<file path="config.mk">
export PLATFORM = sky130hd
export DESIGN_NAME = input_conditioner
export DESIGN_NICKNAME = d
export VERILOG_FILES = /design/src/rtl/input_conditioner_pkg.sv /design/src/rtl/input_conditioner_debounce_channel.sv /design/src/rtl/input_conditioner.sv
export SDC_FILE = /design/constraint.sdc
export NUM_CORES = 1
export LEC_CHECK = 0
export ABC_CLOCK_PERIOD_IN_PS = 10870
export CORE_MARGIN = 3
export CORE_UTILIZATION = 64
export DETAILED_ROUTE_END_ITERATION = 10
export GPL_ROUTABILITY_DRIVEN = 0
export PLACE_DENSITY = 0.89
export SLEW_MARGIN = 20
export SYNTH_ARGS = -nofsm -noshare
export SYNTH_HDL_FRONTEND = slang
export SYNTH_SLANG_ARGS = --single-unit
</file>
<file path="constraint.sdc">
create_clock -name CLK -period 10.87 [get_ports CLK]
set_input_delay 3.261 -clock CLK [delete_from_list [all_inputs] [get_ports CLK]]
set_output_delay 3.261 -clock CLK [all_outputs]
set_load 0.03 [all_outputs]
</file>
<file path="src/rtl/input_conditioner_pkg.sv">
// -----------------------------------------------------------------------------
// input_cond_pkg
// Shared defaults and helpers for the input_conditioner slice that sits in
// front of the whack_a_mole game core.
//   N_SW_DEFAULT             number of switch channels
//   SAMPLE_DIV_DEFAULT       clock cycles per debounce sample tick
//   STABLE_SAMPLES_DEFAULT   disagreeing ticks needed to commit a new level
//   LONG_PRESS_TICKS_DEFAULT ticks of hold that count as a long press
// -----------------------------------------------------------------------------
package input_cond_pkg;

  localparam int N_SW_DEFAULT             = 16;
  localparam int SAMPLE_DIV_DEFAULT       = 100000;
  localparam int STABLE_SAMPLES_DEFAULT   = 10;
  localparam int LONG_PRESS_TICKS_DEFAULT = 2000;

  typedef logic [N_SW_DEFAULT-1:0] sw_vec_t;

  // Width of a counter that must hold values 0..max_val inclusive.
  function automatic int cnt_width(input int max_val);
    return (max_val < 1) ? 1 : $clog2(max_val + 1);
  endfunction

endpackage

</file>
<file path="src/rtl/input_conditioner_debounce_channel.sv">
// -----------------------------------------------------------------------------
// debounce_channel
// One raw input: two-flop synchroniser, tick-qualified debounce counter,
// committed level register and registered rise/fall pulses.
// Ports:
//   CLK, RST  clock and asynchronous active-high reset
//   TICK      one-cycle sample strobe shared by all channels
//   ARMED     start-up guard; pulses are suppressed while it is low
//   raw       unsynchronised input pin
//   level     debounced level
//   rise      one-cycle pulse on a committed 0->1 change
//   fall      one-cycle pulse on a committed 1->0 change
// -----------------------------------------------------------------------------
module debounce_channel
  import input_cond_pkg::*;
#(
  parameter int STABLE_SAMPLES = STABLE_SAMPLES_DEFAULT
) (
  input  logic CLK,
  input  logic RST,
  input  logic TICK,
  input  logic ARMED,
  input  logic raw,
  output logic level,
  output logic rise,
  output logic fall
);

  localparam int            CW       = cnt_width(STABLE_SAMPLES);
  localparam logic [CW-1:0] CNT_LAST = CW'(STABLE_SAMPLES - 1);

  logic          sync_q1;
  logic          sync_q2;
  logic [CW-1:0] cnt;

  always_ff @(posedge CLK or posedge RST) begin
    if (RST) begin
      sync_q1 <= 1'b0;
      sync_q2 <= 1'b0;
    end else begin
      sync_q1 <= raw;
      sync_q2 <= sync_q1;
    end
  end

  // The commit updates level and the pulse on the same edge, so the pulse
  // lines up with the new level appearing on the output.
  always_ff @(posedge CLK or posedge RST) begin
    if (RST) begin
      cnt   <= '0;
      level <= 1'b0;
      rise  <= 1'b0;
      fall  <= 1'b0;
    end else begin
      rise <= 1'b0;
      fall <= 1'b0;
      if (TICK) begin
        if (sync_q2 == level) begin
          cnt <= '0;
        end else if (cnt == CNT_LAST) begin
          level <= sync_q2;
          cnt   <= '0;
          rise  <= ARMED & sync_q2;
          fall  <= ARMED & ~sync_q2;
        end else begin
          cnt <= cnt + CW'(1);
        end
      end
    end
  end

endmodule

</file>
<file path="src/rtl/input_conditioner.sv">
// -----------------------------------------------------------------------------
// input_conditioner
// Conditions raw SWITCHES and BTNC for the whack_a_mole game core: each pin is
// synchronised and debounced against a shared sample tick, giving clean levels
// and single-cycle change pulses (a switch flip -> one hit, a press -> one
// start).
// Optional feature macro: INPUT_COND_LONG_PRESS_EN adds BTN_LONG, a one-cycle
// pulse once the button has been held for LONG_PRESS_TICKS ticks.
// Ports:
//   CLK           system clock (100 MHz)
//   RST           asynchronous active-high reset
//   SWITCHES_RAW  raw switch pins
//   BTN_RAW       raw centre button
//   SW_LEVEL      debounced switch levels
//   SW_TOGGLE     one-cycle pulse per committed switch change, either way
//   BTN_LEVEL     debounced button level
//   BTN_PRESS     one-cycle pulse on a committed button press
//   BTN_RELEASE   one-cycle pulse on a committed button release
//   BTN_LONG      long-press pulse (only with INPUT_COND_LONG_PRESS_EN)
// -----------------------------------------------------------------------------
module input_conditioner
  import input_cond_pkg::*;
#(
  parameter int N_SW             = N_SW_DEFAULT,
  parameter int SAMPLE_DIV       = SAMPLE_DIV_DEFAULT,
  parameter int STABLE_SAMPLES   = STABLE_SAMPLES_DEFAULT,
  parameter int LONG_PRESS_TICKS = LONG_PRESS_TICKS_DEFAULT
) (
  input  logic            CLK,
  input  logic            RST,
  input  logic [N_SW-1:0] SWITCHES_RAW,
  input  logic            BTN_RAW,
  output logic [N_SW-1:0] SW_LEVEL,
  output logic [N_SW-1:0] SW_TOGGLE,
  output logic            BTN_LEVEL,
  output logic            BTN_PRESS,
  output logic            BTN_RELEASE
`ifdef INPUT_COND_LONG_PRESS_EN
  ,
  output logic            BTN_LONG
`endif
);

  localparam int            PW        = $clog2(SAMPLE_DIV);
  localparam logic [PW-1:0] PRESC_TOP = PW'(SAMPLE_DIV - 1);
  localparam int            AW        = cnt_width(STABLE_SAMPLES);
  localparam logic [AW-1:0] ARM_LAST  = AW'(STABLE_SAMPLES - 1);

  logic [PW-1:0]   presc;
  logic            tick;
  logic [AW-1:0]   arm_cnt;
  logic            armed;
  logic [N_SW-1:0] sw_rise;
  logic [N_SW-1:0] sw_fall;

  // Free-running prescaler; the tick is the last count of each period.
  always_ff @(posedge CLK or posedge RST) begin
    if (RST) begin
      presc <= '0;
    end else if (presc == PRESC_TOP) begin
      presc <= '0;
    end else begin
      presc <= presc + PW'(1);
    end
  end

  assign tick = (presc == PRESC_TOP);

  // armed only rises after the tick on which the first commits can land, so
  // inputs already active at power-on settle silently.
  always_ff @(posedge CLK or posedge RST) begin
    if (RST) begin
      arm_cnt <= '0;
      armed   <= 1'b0;
    end else if (tick && !armed) begin
      if (arm_cnt == ARM_LAST) begin
        armed <= 1'b1;
      end else begin
        arm_cnt <= arm_cnt + AW'(1);
      end
    end
  end

  for (genvar i = 0; i < N_SW; i++) begin : g_sw
    debounce_channel #(
      .STABLE_SAMPLES(STABLE_SAMPLES)
    ) u_sw (
      .CLK  (CLK),
      .RST  (RST),
      .TICK (tick),
      .ARMED(armed),
      .raw  (SWITCHES_RAW[i]),
      .level(SW_LEVEL[i]),
      .rise (sw_rise[i]),
      .fall (sw_fall[i])
    );
  end

  assign SW_TOGGLE = sw_rise | sw_fall;

  debounce_channel #(
    .STABLE_SAMPLES(STABLE_SAMPLES)
  ) u_btn (
    .CLK  (CLK),
    .RST  (RST),
    .TICK (tick),
    .ARMED(armed),
    .raw  (BTN_RAW),
    .level(BTN_LEVEL),
    .rise (BTN_PRESS),
    .fall (BTN_RELEASE)
  );

`ifdef INPUT_COND_LONG_PRESS_EN
  localparam int            HW        = cnt_width(LONG_PRESS_TICKS);
  localparam logic [HW-1:0] HOLD_LAST = HW'(LONG_PRESS_TICKS);
  localparam logic [HW-1:0] HOLD_PRE  = HW'(LONG_PRESS_TICKS - 1);

  logic [HW-1:0] hold_cnt;

  // Hold counter saturates at the threshold, so the pulse fires at most
  // once per press; it restarts only when the debounced level drops.
  always_ff @(posedge CLK or posedge RST) begin
    if (RST) begin
      hold_cnt <= '0;
      BTN_LONG <= 1'b0;
    end else begin
      BTN_LONG <= 1'b0;
      if (!BTN_LEVEL) begin
        hold_cnt <= '0;
      end else if (tick && hold_cnt != HOLD_LAST) begin
        hold_cnt <= hold_cnt + HW'(1);
        if (hold_cnt == HOLD_PRE) begin
          BTN_LONG <= 1'b1;
        end
      end
    end
  end
`else
  // Long-press detection is not built; LONG_PRESS_TICKS has no effect.
`endif

endmodule

</file>
==> results of run 1 <==
==> placed cells by master (no fill, tap or decap), types with 3 or more instances in the layout <==
cell                              count
sky130_fd_sc_hd__xnor2_1             26
sky130_fd_sc_hd__or3_1                3
sky130_fd_sc_hd__inv_1               33
sky130_fd_sc_hd__nand3_1             35
sky130_fd_sc_hd__bufinv_16            6
sky130_fd_sc_hd__mux2_2               4
sky130_fd_sc_hd__clkdlybuf4s50_1     53
sky130_fd_sc_hd__o31ai_2             14
sky130_fd_sc_hd__nor2b_1              4
sky130_fd_sc_hd__clkbuf_16           17
sky130_fd_sc_hd__nand3b_1            13
sky130_fd_sc_hd__o31ai_1             59
sky130_fd_sc_hd__o41ai_1             14
sky130_fd_sc_hd__dfrtp_1            175
sky130_fd_sc_hd__nor2_1              16
sky130_fd_sc_hd__nand4_1              6
sky130_fd_sc_hd__nand2_1             13
sky130_fd_sc_hd__nand2b_1            16
sky130_fd_sc_hd__nor4bb_1             8
sky130_fd_sc_hd__xor2_1              11
sky130_fd_sc_hd__nor3_1              18
sky130_fd_sc_hd__ha_1                37
sky130_fd_sc_hd__nor3b_1             15
sky130_fd_sc_hd__or2_2               16
sky130_fd_sc_hd__buf_4                5
sky130_fd_sc_hd__o21ai_1             67
sky130_fd_sc_hd__and3b_1             14
sky130_fd_sc_hd__nor4_1              19
sky130_fd_sc_hd__nor4b_1             15
sky130_fd_sc_hd__clkinv_4             4
sky130_fd_sc_hd__or4_4               16
==> area by class of cell <==
type / count / area [µm²]
Sequential cell: 175 / 4379
Timing Repair Buffer: 58 / 568.0
Tap cell: 172 / 215.2
Fill cell: 778 / 3092
Clock buffer: 19 / 452.9
Multi-Input combinational cell: 478 / 3596
Clock inverter: 13 / 235.2
Inverter: 34 / 132.6
==> flip-flops by register name (all words and copies together), names as in the netlist <==
signal             count
g_sw.u_sw.fall        16
u_btn.level            1
g_sw.u_sw.sync_q1     16
u_btn.rise             1
u_btn.sync_q1          1
g_sw.u_sw.rise        16
g_sw.u_sw.cnt         64
u_btn.sync_q2          1
arm_cnt                4
presc                 17
g_sw.u_sw.level       16
g_sw.u_sw.sync_q2     16
armed                  1
u_btn.cnt              4
u_btn.fall             1
==> kinds of logic after synthesis <==
family	count (synthesis)	share of synthesized area, %
XOR/XNOR	37	3.880
AND/OR/NAND/NOR	236	18.92
adder cells (fa/ha/maj)	37	5.542
buffers and inverters	84	4.733
AO/OA/AOI/OAI	161	13.57
flip-flops	175	52.43
multiplexers	7	0.9286
==> worst register-to-register path, cell delays in order, from the launching register on <==
cell and delay [ns]:
sky130_fd_sc_hd__dfrtp_1 0.42, sky130_fd_sc_hd__or4_4 0.57, sky130_fd_sc_hd__nor4_4 0.62, sky130_fd_sc_hd__nand2_1 0.66, sky130_fd_sc_hd__buf_4 0.45, sky130_fd_sc_hd__o41ai_1 0.48
==> routing by layer <==
layer	vias to the layer above	share of wire (%)	track usage, %
met5	-	0	0
met1	3081	41	33.73
li1	2761	-	-
met4	0	2.0	9.136
met3	46	5.0	6.268
met2	197	52	44.26
==> stage by stage <==
| stage | hold WS, ns | instance area [µm²] |
|---|---|---|
| final | 0.3488 | 9579 |
| after global routing | 0.3558 | 9579 |
| after CTS | 0.3508 | 9579 |
| after detailed placement | 0.3364 | 8891 |
| after global placement | 0.3331 | 8891 |
| after floorplan | 0.3312 | 8353 |
==> path summary, 6_finish.rpt <==
kind / start / endpoint / cells past startpoint / slack (ns)
setup / recovery: g_sw[6].u_sw.fall / SW_TOGGLE[6] / 2 / 5.91
hold / removal: g_sw[9].u_sw.sync_q1 / g_sw[9].u_sw.sync_q2 / 0 / 0.35
setup reg to reg: presc[11] / g_sw[13].u_sw.cnt[1] / 5 / 7.55
hold reg to reg: g_sw[9].u_sw.sync_q1 / g_sw[9].u_sw.sync_q2 / 0 / 0.35
max in group asynchronous: RST / g_sw[3].u_sw.cnt[2] / 3 / 6.03
min in group asynchronous: RST / g_sw[8].u_sw.sync_q2 / 2 / 3.41
==> report_power, final <==
| part | internal [µW] | switching [µW] |
|---|---|---|
| combinational | 10.5 | 21.2 |
| sequential | 658 | 4.93 |
| clock | 444 | 257 |
==> results_dict.tcl, run 1 <==
set metrics [dict create \
    number_of_distinct_standard_cells_referenced_by_the_synthesized_netlist 46 \
    timing.critical_path.slowest_stage_cell "sky130_fd_sc_hd__clkdlybuf4s50_1" \
    post-dp-hpwl_um 10820 \
    grt_remaining_overflow 0 \
    period_share_pct 45.62 \
    ratio_of_cells_with_drive_above_1_in_the_final_layout_pct 12.10 \
    layout-area-overhead-vs-synth_pct 14.68 \
    h-tree-depth 4 \
    synth_common_cells "sky130_fd_sc_hd__dfrtp_1 (175), sky130_fd_sc_hd__o21ai_1 (67), sky130_fd_sc_hd__o31ai_1 (59)" \
    totalPowerFinal_uw 1395 \
    rows 41 \
    drt-initial-drc-count 665 \
    cts-hold-fix-buffers 0 \
    tritoncts.num_buffers 17 \
    crit_chain "or2_2 > clkdlybuf4s50_1" \
    num_vias 6085 \
    detail_route.wirelength_um 17890 \
    peakVddDrop_mv 0.1115 \
    fp.dieW_um 120.2 \
    core_region_area_um2 12670 \
    synth_area_leaders "sky130_fd_sc_hd__dfrtp_1 (52%), sky130_fd_sc_hd__ha_1 (5.5%), sky130_fd_sc_hd__o31ai_1 (5.3%)" \
    clk_root_buffer_cell "sky130_fd_sc_hd__clkbuf_16" \
    route.detailed.drc 0 \
    die-area_um2 14460 \
    routed_via_density 6.412 \
    synth_most_common_cell "sky130_fd_sc_hd__dfrtp_1" \
    timing_worst_slew_pin_value_ns 0.9212 \
    initial_core_utilization_pct 65.92 \
    critPathRequiredTime_ns 7.61 \
    setup_ws_ns 5.911 \
    async_reset_ff_share_pct 100.0 \
    syn_avg_cell_area_um2 11.33 \
    post_cts_buffers 0 \
    final_antenna_net_count 0 \
    post_layout_nonfiller_instances 949 \
    global_route.usage.total_pct 26.31 \
    outcome "complete, no violations" \
    setup_tns_ns 0 \
    clock_slew_at_the_register_clock_pins_of_the_worst_setup_and_hold_paths_ns 0.07 \
    worst-path-buf-inv 1 \
    finalCoreUtilization_pct 75.60 \
    insertion_delay_ns 0.44 \
    final_net_count 820 \
    synth-main-ff-cell "sky130_fd_sc_hd__dfrtp_1" \
    synth.yosys.warnings 0 \
    grt_pass1_vias 6282 \
    clock_tree_from_tritoncts "done" \
    pin_count 54 \
    leakagePower_uw 0.004135 \
    die-height_um 120.2 \
    cp_data_arrival_time_ns 1.70 \
    routedWlPerCell_um 18.85 \
    critical_path.max_stage_delay_ns 0.60 \
    final.setup_skew_ns 0.007291 \
    setup_violations 0 \
    slew_headroom_pct 38.59 \
    number_of_gates_resized_after_cts 0 \
    place_ws_ns 5.471 \
    maxClockFrequency_ghz 0.2016 \
    worstSetupStartpointType "flip-flop" \
    hold_path.class "reg2reg" \
    synth_top_area_cell "sky130_fd_sc_hd__dfrtp_1" \
    p_per_area_nw_per_um2 145.6 \
    portBuffers 53 \
    antennaDiodeCount 0 \
    place.detailed.instances 917 \
    final-max-slew-violation-count 0 \
    setup_repair_after_global_routing_missed_its_margin "no" \
    synth_top_cell_area_share_pct 52.43 \
    number_of_antenna_violations_at_the_first_check_in_global_routing 0 \
    critical_path_maximum_fanout 1 \
    ys_ff_latch 175 \
    max_cap_violations 0 \
    pin_count_of_the_biggest_net_entering_global_routing 106 \
    grt_pass1_wl_um 30500 \
    critical_path.top_delay_family "buffers and inverters" \
    report.final.hold_viol_count 0 \
    finalCriticalPeriod_ns 4.959 \
    path_class "reg2out" \
    cts-root-to-sink-buffers 2 \
    cts.sinks 175 \
    number_of_flops_mapped_to_enable_cells_by_yosys 0 \
    syn-cell-area_um2 8353 \
    synth_fp_nets 793 \
    cp-end-kind "output port" \
    synthesis.instances 737 \
    yosysSeqAreaShare_pct 52.43 \
    drt-pass1-iter-count 5 \
]
Note: power is estimated with default switching activity, not from simulation.
==> inputs of run 2 (changes only) <==
--- a/config.mk
+++ b/config.mk
@@ -5,12 +5,12 @@
 export SDC_FILE = /design/constraint.sdc
 export NUM_CORES = 1
 export LEC_CHECK = 0
-export ABC_CLOCK_PERIOD_IN_PS = 10870
+export ABC_CLOCK_PERIOD_IN_PS = 4200
 export CORE_MARGIN = 3
-export CORE_UTILIZATION = 64
+export CORE_UTILIZATION = 54
 export DETAILED_ROUTE_END_ITERATION = 10
 export GPL_ROUTABILITY_DRIVEN = 0
-export PLACE_DENSITY = 0.89
+export PLACE_DENSITY = 0.81
 export SLEW_MARGIN = 20
 export SYNTH_ARGS = -nofsm -noshare
 export SYNTH_HDL_FRONTEND = slang
==> constraint.sdc (replaced) <==
create_clock -name CLK -period 4.2 [get_ports CLK]
set_input_delay 1.26 -clock CLK [delete_from_list [all_inputs] [get_ports CLK]]
set_output_delay 1.26 -clock CLK [all_outputs]
set_load 0.03 [all_outputs]
==> run 2 against run 1 <==
  * Total power grew to 2.5 times the previous value
  * Clock-buffer cell count is 1 higher
  * Final area is 0.55% higher
  * Setup slack worse by 4.8 ns
  * Combinational power grew to 2.8 times the previous value
  * Global-route usage is 4.5 points lower
  * Sequential power grew to 2.6 times the previous value
  * Via count is 1.9% lower
  * Highest routed layer unchanged
==> results_dict.tcl, run 2 (same netlist as run 1, synthesis figures left out) <==
set metrics [dict create \
    outcome "complete, no violations" \
    post_cts_buffers 0 \
    maxClockFrequency_ghz 0.3265 \
    cts-root-to-sink-buffers 2 \
    core_region_area_um2 14810 \
    final_antenna_net_count 0 \
    h-tree-depth 4 \
    cts-hold-fix-buffers 0 \
    final_net_count 827 \
    largest-register "g_sw.u_sw.cnt" \
    crit_chain "ha_1 > and4b_1 > nand3_4 > buf_4 > or4_4 > o31ai_2" \
    critical_path.max_stage_delay_ns 0.60 \
    num_vias 5969 \
    final.fill_count 1067 \
    pin_count 54 \
    clock_tree_from_tritoncts "done" \
    r2r_cells 6 \
    fp.dieW_um 130.4 \
    number_of_gates_resized_after_cts 0 \
    cts.sinks 175 \
    cp_data_arrival_time_ns 3.40 \
    p_per_area_nw_per_um2 364.2 \
    grt_pass1_vias 6283 \
    peakVddDrop_mv 0.2892 \
    post-dp-hpwl_um 11160 \
    rrSetupSlack_ns 1.14 \
    routed.top_layer "met4" \
    setup_repair_after_global_routing_missed_its_margin "no" \
    ratio_of_cells_with_drive_above_1_in_the_final_layout_pct 12.63 \
    wl_met1_um 7516 \
    period_share_pct 72.93 \
    initial_core_utilization_pct 56.40 \
    tritoncts.num_buffers 17 \
    critPathRequiredTime_ns 4.54 \
    setup_violations 0 \
    max_cap_violations 0 \
    finalCriticalPeriod_ns 3.063 \
    route.detailed.drc 0 \
    drt-pass1-iter-count 5 \
    clock_slew_at_the_register_clock_pins_of_the_worst_setup_and_hold_paths_ns 0.06 \
    worstReg2RegStart "presc[0]" \
    clk_root_buffer_cell "sky130_fd_sc_hd__clkbuf_16" \
    final.setup_skew_ns 0.01500 \
    timing_worst_slew_pin_value_ns 1.070 \
    place_ws_ns 1.195 \
    multiInputGateArea_um2 3596 \
    hold_depth 0 \
    sequential_cell_fraction_of_total_power_pct 48.9 \
    hold_ws_ns 0.3488 \
    final-max-slew-violation-count 0 \
    cp-end-kind "flip-flop" \
    pin_count_of_the_biggest_net_entering_global_routing 94 \
    drt-initial-drc-count 527 \
    met3RoutedLength_um 599 \
    detail_route.wirelength_um 17330 \
    portBuffers 53 \
    regArea_um2 4379 \
    netSwitchingFraction_pct 20.14 \
    intPower_uw 2801 \
    grt_remaining_overflow 0 \
    rows 44 \
    number_of_antenna_violations_at_the_first_check_in_global_routing 0 \
    routed_via_density 6.166 \
    largest_registers "g_sw.u_sw.cnt x64, presc x17" \
    hold_end "g_sw[4].u_sw.sync_q2" \
    mostFrequentLayoutCell "sky130_fd_sc_hd__dfrtp_1" \
    r2r_end "g_sw[7].u_sw.cnt[3]" \
    total_switching_power_uw 706.7 \
    power_frac_comb_pct 2.5 \
    routed-wl-met2_um 8990 \
    insertion_delay_ns 0.43 \
    leakagePower_uw 0.004158 \
    global_route.usage.total_pct 21.78 \
    die-height_um 130.4 \
    largest_reg_flops 64 \
    antennaDiodeCount 0 \
    layout-area-overhead-vs-synth_pct 15.31 \
    worstSetupStartpointType "flip-flop" \
    hold_path.class "reg2reg" \
    timing.critical_path.slowest_stage_cell "sky130_fd_sc_hd__or4_4" \
    timing.hold.worst.start "g_sw[4].u_sw.sync_q1" \
    grt_pass1_wl_um 29790 \
    setup_tns_ns 0 \
    clockPowerShare_pct 48.6 \
    routedWlPerCell_um 17.90 \
    critical_path_maximum_fanout 54 \
    leading_cell_types_in_the_layout_fill_and_taps_excluded "sky130_fd_sc_hd__dfrtp_1 (175), sky130_fd_sc_hd__o21ai_1 (67), sky130_fd_sc_hd__o31ai_1 (59)" \
    setup_ws_ns 1.137 \
    die-area_um2 17000 \
    report.final.hold_viol_count 0 \
    slew_headroom_pct 28.69 \
    path_class "reg2reg" \
]
run 2: changes by cell type in the layout (fill, tap and decap cells not counted), moves of 2 or more:
cell / previous run / this run
sky130_fd_sc_hd__buf_12: 0 / 3
sky130_fd_sc_hd__clkinv_4: 4 / 0
sky130_fd_sc_hd__clkinv_2: 1 / 5
sky130_fd_sc_hd__clkbuf_1: 0 / 2
sky130_fd_sc_hd__buf_4: 5 / 9
run 2: worst max-delay path: cells and delay by family (launching register included):
kind,cells,cell delay [ns]
buffers and inverters,1,0.49
and+or+nand+nor,3,1.43
AOI/OAI and AO/OA,1,0.24
adders and majority gates,1,0.35
DFF,1,0.43
run 2: worst max-delay path by stage:
stage	from	end	slack, ns
floorplan	RST	arm_cnt[0]	0.70
CTS	presc[0]	g_sw[7].u_sw.cnt[3]	1.19
detailed placement	presc[0]	g_sw[7].u_sw.cnt[3]	1.19
finish	presc[0]	g_sw[7].u_sw.cnt[3]	1.14
global placement	presc[0]	g_sw[5].u_sw.cnt[3]	1.39
global route	presc[0]	g_sw[6].u_sw.cnt[3]	0.96
run 2: per-stage QoR:
stage	power (µW)	utilization (%)	std cells	instance area (µm²)
2_1_floorplan	1792	-	737	8357
3_5_place_dp	1837	60.74	936	8995
4_1_cts	3533	65.04	968	9632
3_3_place_gp	1829	60.74	936	8995
5_1_grt	3621	65.04	968	9632
6_report	3508	65.04	968	9632
run 2: metal layers:
layer / global-route usage, % / vias to the layer above
met5: 0 / -
met4: 7.078 / 0
met3: 4.675 / 23
met2: 37.54 / 125
met1: 27.60 / 3036
li1: - / 2785
run 2: cell type report:
cell class              instances  area share (%)
well taps                     184           2.390
repair buffers                 65           6.833
flip-flops and latches        175           45.47
inverters                      34           1.364
multi-input cells             478           37.33
clock inverters                12           1.975
clock buffers                  20           4.638
run 2: power groups by stage:
stage / Sequential (µW) / Combinational (µW) / Clock [µW]
CTS: 1710 / 92.1 / 1730
floorplan: 1740 / 49.2 / 0
global route: 1720 / 101 / 1800
global placement: 1740 / 85.5 / 0
finish: 1710 / 89.0 / 1700
detailed placement: 1750 / 91.3 / 0
==> inputs of run 3 (changes only) <==
--- a/config.mk
+++ b/config.mk
@@ -5,12 +5,12 @@
 export SDC_FILE = /design/constraint.sdc
 export NUM_CORES = 1
 export LEC_CHECK = 0
-export ABC_CLOCK_PERIOD_IN_PS = 4200
+export ABC_CLOCK_PERIOD_IN_PS = 2900
 export CORE_MARGIN = 3
-export CORE_UTILIZATION = 54
+export CORE_UTILIZATION = 59
 export DETAILED_ROUTE_END_ITERATION = 10
 export GPL_ROUTABILITY_DRIVEN = 0
-export PLACE_DENSITY = 0.81
+export PLACE_DENSITY = 0.84
 export SLEW_MARGIN = 20
 export SYNTH_ARGS = -nofsm -noshare
 export SYNTH_HDL_FRONTEND = slang
==> constraint.sdc (replaced) <==
create_clock -name CLK -period 2.9 [get_ports CLK]
set_input_delay 0.87 -clock CLK [delete_from_list [all_inputs] [get_ports CLK]]
set_output_delay 0.87 -clock CLK [all_outputs]
set_load 0.03 [all_outputs]
==> run 3 against run 2 <==
  * Maximum frequency grew 14%
  * Sequential power grew 45%
  * Core utilization grew 6.0 points
  * Die area shrank 8.1%
  * Via count grew 0.69%
  * Routed wire length is essentially flat
  * Sequential share of layout area is essentially flat
  * Clock-buffer cell count grew 3
  * Register-to-register slack lost 0.92 ns
  * Cell count grew 0.10%
  * Final area is essentially flat
  * Non-clock buffer count grew 9
  * Critical endpoint is now g_sw[5].u_sw.cnt[3]
  * Largest power group unchanged
  * Highest routed layer unchanged
==> results_dict.tcl, run 3 (same netlist as run 1, synthesis figures left out) <==
set metrics [dict create \
    timing.critical_path.slowest_stage_cell "sky130_fd_sc_hd__or4_4" \
    cp-end-kind "flip-flop" \
    clock_tree_from_tritoncts "done" \
    globalRoute.busiestLayer "met2" \
    mostFrequentLayoutCell "sky130_fd_sc_hd__dfrtp_1" \
    peakVddDrop_mv 0.3974 \
    post-dp-hpwl_um 11560 \
    finalCriticalPeriod_ns 2.688 \
    initial_core_utilization_pct 61.61 \
    hold_path.class "reg2reg" \
    cp_data_arrival_time_ns 3.01 \
    period_share_pct 92.68 \
    timing_worst_slew_pin_value_ns 0.5702 \
    rows 42 \
    critical_path_maximum_fanout 49 \
    clock_slew_at_the_register_clock_pins_of_the_worst_setup_and_hold_paths_ns 0.06 \
    die-height_um 125.0 \
    slew_headroom_pct 61.98 \
    critical_path.top_delay_family "simple AND/OR/NAND/NOR gates" \
    netSwitchingFraction_pct 21.01 \
    max_cap_violations 0 \
    cts-root-to-sink-buffers 2 \
    tritoncts.num_buffers 17 \
    clk_root_buffer_cell "sky130_fd_sc_hd__clkbuf_16" \
    die-area_um2 15620 \
    layout-area-overhead-vs-synth_pct 15.34 \
    leakagePower_uw 0.004175 \
    grt_remaining_overflow 0 \
    pin_count_of_the_biggest_net_entering_global_routing 98 \
    final_net_count 836 \
    number_of_antenna_violations_at_the_first_check_in_global_routing 0 \
    final_antenna_net_count 0 \
    routed_via_density 6.202 \
    maxClockFrequency_ghz 0.3721 \
    outcome "complete, no violations" \
    clockPowerShare_pct 46.5 \
    portBuffers 53 \
    use_met3_pct 5.117 \
    total_switching_power_uw 1023 \
    cpMostUsedCell "sky130_fd_sc_hd__or4_4" \
    grt_pass1_wl_um 29570 \
    pin_count 54 \
    setup_violations 0 \
    drt-initial-drc-count 523 \
    cts.sinks 175 \
    critical_path.max_stage_delay_ns 0.72 \
    antennaDiodeCount 0 \
    intPower_uw 3846 \
    path_class "reg2reg" \
    leading_cell_types_in_the_layout_fill_and_taps_excluded "sky130_fd_sc_hd__dfrtp_1 (175), sky130_fd_sc_hd__o21ai_1 (67), sky130_fd_sc_hd__o31ai_1 (59)" \
    largest-register "g_sw.u_sw.cnt" \
    grt_pass1_vias 6215 \
    route.detailed.drc 0 \
    place.detailed.instances 937 \
    global_route.usage.total_pct 22.89 \
    fp.dieW_um 125.0 \
    use_met2_pct 39.83 \
    post_layout_nonfiller_instances 969 \
    report.final.hold_viol_count 0 \
    met1_usage_pct 28.66 \
    post_cts_buffers 0 \
    detail_route.wirelength_um 17310 \
    final.fill_count 919 \
    worst-path-buf-inv 0 \
    number_of_gates_resized_after_cts 0 \
    setup_repair_after_global_routing_missed_its_margin "no" \
    sequential_cell_fraction_of_total_power_pct 51.0 \
    num_vias 6010 \
    p_per_area_nw_per_um2 505.4 \
    core_region_area_um2 13560 \
    routedWlPerCell_um 17.87 \
    largest_reg_flops 64 \
    final.setup_skew_ns 0.006499 \
    cts-hold-fix-buffers 0 \
    h-tree-depth 4 \
    insertion_delay_ns 0.42 \
    ratio_of_cells_with_drive_above_1_in_the_final_layout_pct 13.37 \
    crit_chain "or4_4 > or4_4 > or4_4 > o31ai_2" \
    largest_registers "g_sw.u_sw.cnt x64, presc x17" \
    final-max-slew-violation-count 0 \
    power_frac_comb_pct 2.5 \
    critPathRequiredTime_ns 3.22 \
    worstSetupStartpointType "flip-flop" \
    drt-pass1-iter-count 5 \
    hold_ws_ns 0.3491 \
]
## run 3: changes by cell type in the layout (fill, tap and decap cells not counted), moves of 2 or more
cell and change:
sky130_fd_sc_hd__buf_4 +9, sky130_fd_sc_hd__clkinv_4 +3, sky130_fd_sc_hd__bufinv_16 -3, sky130_fd_sc_hd__clkbuf_8 +2
sky130_fd_sc_hd__clkinv_2 -2
## run 3: per-stage QoR
stage	cell area (µm²)	util, %	total power (µW)	setup TNS, ns	worst slack, ns
3_3_place_gp	9047	66.73	2643	0	0.2628
3_5_place_dp	9047	66.73	2652	0	0.2219
2_1_floorplan	8357	-	2595	-36.51	-0.2087
5_1_grt	9634	71.06	5046	0	0.1202
6_report	9634	71.06	4869	0	0.2124
4_1_cts	9634	71.06	4911	0	0.2137
## run 3: power groups by stage
stage	Combinational, µW	Sequential [µW]	Clock (µW)
2_1_floorplan	71.3	2520	0
3_3_place_gp	117	2530	0
3_5_place_dp	124	2530	0
4_1_cts	125	2480	2300
5_1_grt	139	2480	2420
6_report	121	2480	2260
## run 3: final cells by class
| type | instances | area (µm²) | share of cell area [%] |
|---|---|---|---|
| Clock buffer | 23 | 478.0 | 4.961 |
| Multi-Input combinational cell | 478 | 3591 | 37.27 |
| Inverter | 34 | 131.4 | 1.364 |
| Sequential cell | 175 | 4379 | 45.45 |
| Clock inverter | 9 | 108.9 | 1.130 |
| Tap cell | 176 | 220.2 | 2.286 |
| Timing Repair Buffer | 74 | 725.7 | 7.532 |
## run 3: final timing paths
kind | startpoint | to | depth (start not counted) | slack (ns)
max in group asynchronous | RST | g_sw[5].u_sw.cnt[0] | 3 | 1.45
worst max register to register | presc[11] | g_sw[5].u_sw.cnt[3] | 4 | 0.21
worst min register to register | g_sw[7].u_sw.sync_q1 | g_sw[7].u_sw.sync_q2 | 0 | 0.35
worst min-delay path | g_sw[7].u_sw.sync_q1 | g_sw[7].u_sw.sync_q2 | 0 | 0.35
worst max-delay path | presc[11] | g_sw[5].u_sw.cnt[3] | 4 | 0.21
min in group asynchronous | RST | g_sw[8].u_sw.cnt[2] | 2 | 0.71
## run 3: routing by layer
layer / routed length (µm) / share of wire (%)
met1: 7348 / 42
met5: 0 / 0
met2: 9130 / 53
met3: 659 / 3.8
met4: 175 / 1.0
==> patch, RTL diff (flow settings as in run 2) <==
`STABLE_SAMPLES_DEFAULT`: 10 -> 20.
--- a/src/rtl/input_conditioner_pkg.sv
+++ b/src/rtl/input_conditioner_pkg.sv
@@ -11,7 +11,7 @@
 
   localparam int N_SW_DEFAULT             = 16;
   localparam int SAMPLE_DIV_DEFAULT       = 100000;
-  localparam int STABLE_SAMPLES_DEFAULT   = 10;
+  localparam int STABLE_SAMPLES_DEFAULT   = 20;
   localparam int LONG_PRESS_TICKS_DEFAULT = 2000;
 
   typedef logic [N_SW_DEFAULT-1:0] sw_vec_t;
Formal check against the unedited RTL: no difference found for any inputs over 10 cycles, from zero or initial values and one cycle with RST high; that may be too few to reach the edited logic, so the function may still have changed.
==> patch against run 2 <==
  * Count of clock-buffer cells in the layout stayed put
  * Power grew 3.3%
  * Highest routed layer unchanged
  * Worst setup slack got worse by 0.016 ns
  * Sequential cell count rose by 18
  * Area after synthesis is 8.4% higher
  * Routed wire length rose by 3.0%
  * Final cell count rose by 10%
  * Final area increased by 7.0%
  * Global-route usage down 1.1 points
==> patch: results (changes against run 2) <==
Status - completed
Area post-placement - 9700 sq um (+7.8%)
Met3 track demand over resource - 4.57% (-0.11 points)
Endpoint of the worst hold path - u_btn.sync_q2$_DFF_PP0_
WL met3 - 721 um (+20%)
Multi-input logic portion of the cell area - 37.4% (+0.079 points)
Global-route wire length before repair - 30900 um (+3.6%)
Met2 track demand over resource in global routing - 34.3% (-3.3 points)
Final-layout worst hold slack - 0.351 ns (+0.00223 ns)
Adder-Cell Fraction of Synth Area - 2.63% (-2.9 points)
Critical hold path startpoint - u_btn.sync_q1$_DFF_PP0_
Number of signal-net inverters in the final layout - 21 (-38%)
Fin nets - 876 (+5.9%)
Clk tree area frac - 5.85% (-0.76 points)
Highest Clock Rate - 325 MHz (-0.52%)
Largest net degree at the start of global routing - 67 (-29%)
Cell-internal power - 2.86 mW (+2.3%)
Met2 wire length - 8810 um (-2.0%)
Number of global-route vias before repair - 6470 (+3.0%)
Final design utilization - 63.9% (-1.1 points)
Number of vias in the routed layout - 6443 (+7.9%)
Worst vdd ir - 0.301 mV (+3.9%)
Leading post-synthesis cells by instance count - sky130_fd_sc_hd__dfrtp_1 (193), sky130_fd_sc_hd__o21ai_0 (69), sky130_fd_sc_hd__o31ai_1 (54), sky130_fd_sc_hd__nand3_1 (53), sky130_fd_sc_hd__nand2_1 (36)
Mean number of vias per cell - 6.04 (-2.1%)
Cell at the slowest stage of the critical path - sky130_fd_sc_hd__nand2_2
Layout Skew - 0.00938 ns (-0.00562 ns)
Post-Place Setup Slack - 1.10 ns (-0.0902 ns)
Share of cell area taken by flip-flops and latches - 46.9% (+1.4 points)
## patch: cell types whose count changed after synthesis, moves of 16 or more
cell                              run 2  this run
sky130_fd_sc_hd__nand3_1             37        53
sky130_fd_sc_hd__o41ai_2              0        19
sky130_fd_sc_hd__nand2b_1            16        32
sky130_fd_sc_hd__ha_1                37        19
sky130_fd_sc_hd__o21ai_1             67         7
sky130_fd_sc_hd__nand2_1             13        36
sky130_fd_sc_hd__a22o_1               0        19
sky130_fd_sc_hd__o21ai_0              0        69
sky130_fd_sc_hd__dfrtp_1            175       193
sky130_fd_sc_hd__or4_4               16         0
## patch: power by group through the flow
| stage | combinational [mW] | clock, mW | sequential [mW] |
|---|---|---|---|
| 2_1_floorplan | 0.0531 | 0 | 1.92 |
| 3_3_place_gp | 0.0956 | 0 | 1.92 |
| 3_5_place_dp | 0.0960 | 0 | 1.92 |
| 4_1_cts | 0.0973 | 1.68 | 1.89 |
| 5_1_grt | 0.107 | 1.75 | 1.89 |
| 6_report | 0.0941 | 1.64 | 1.89 |
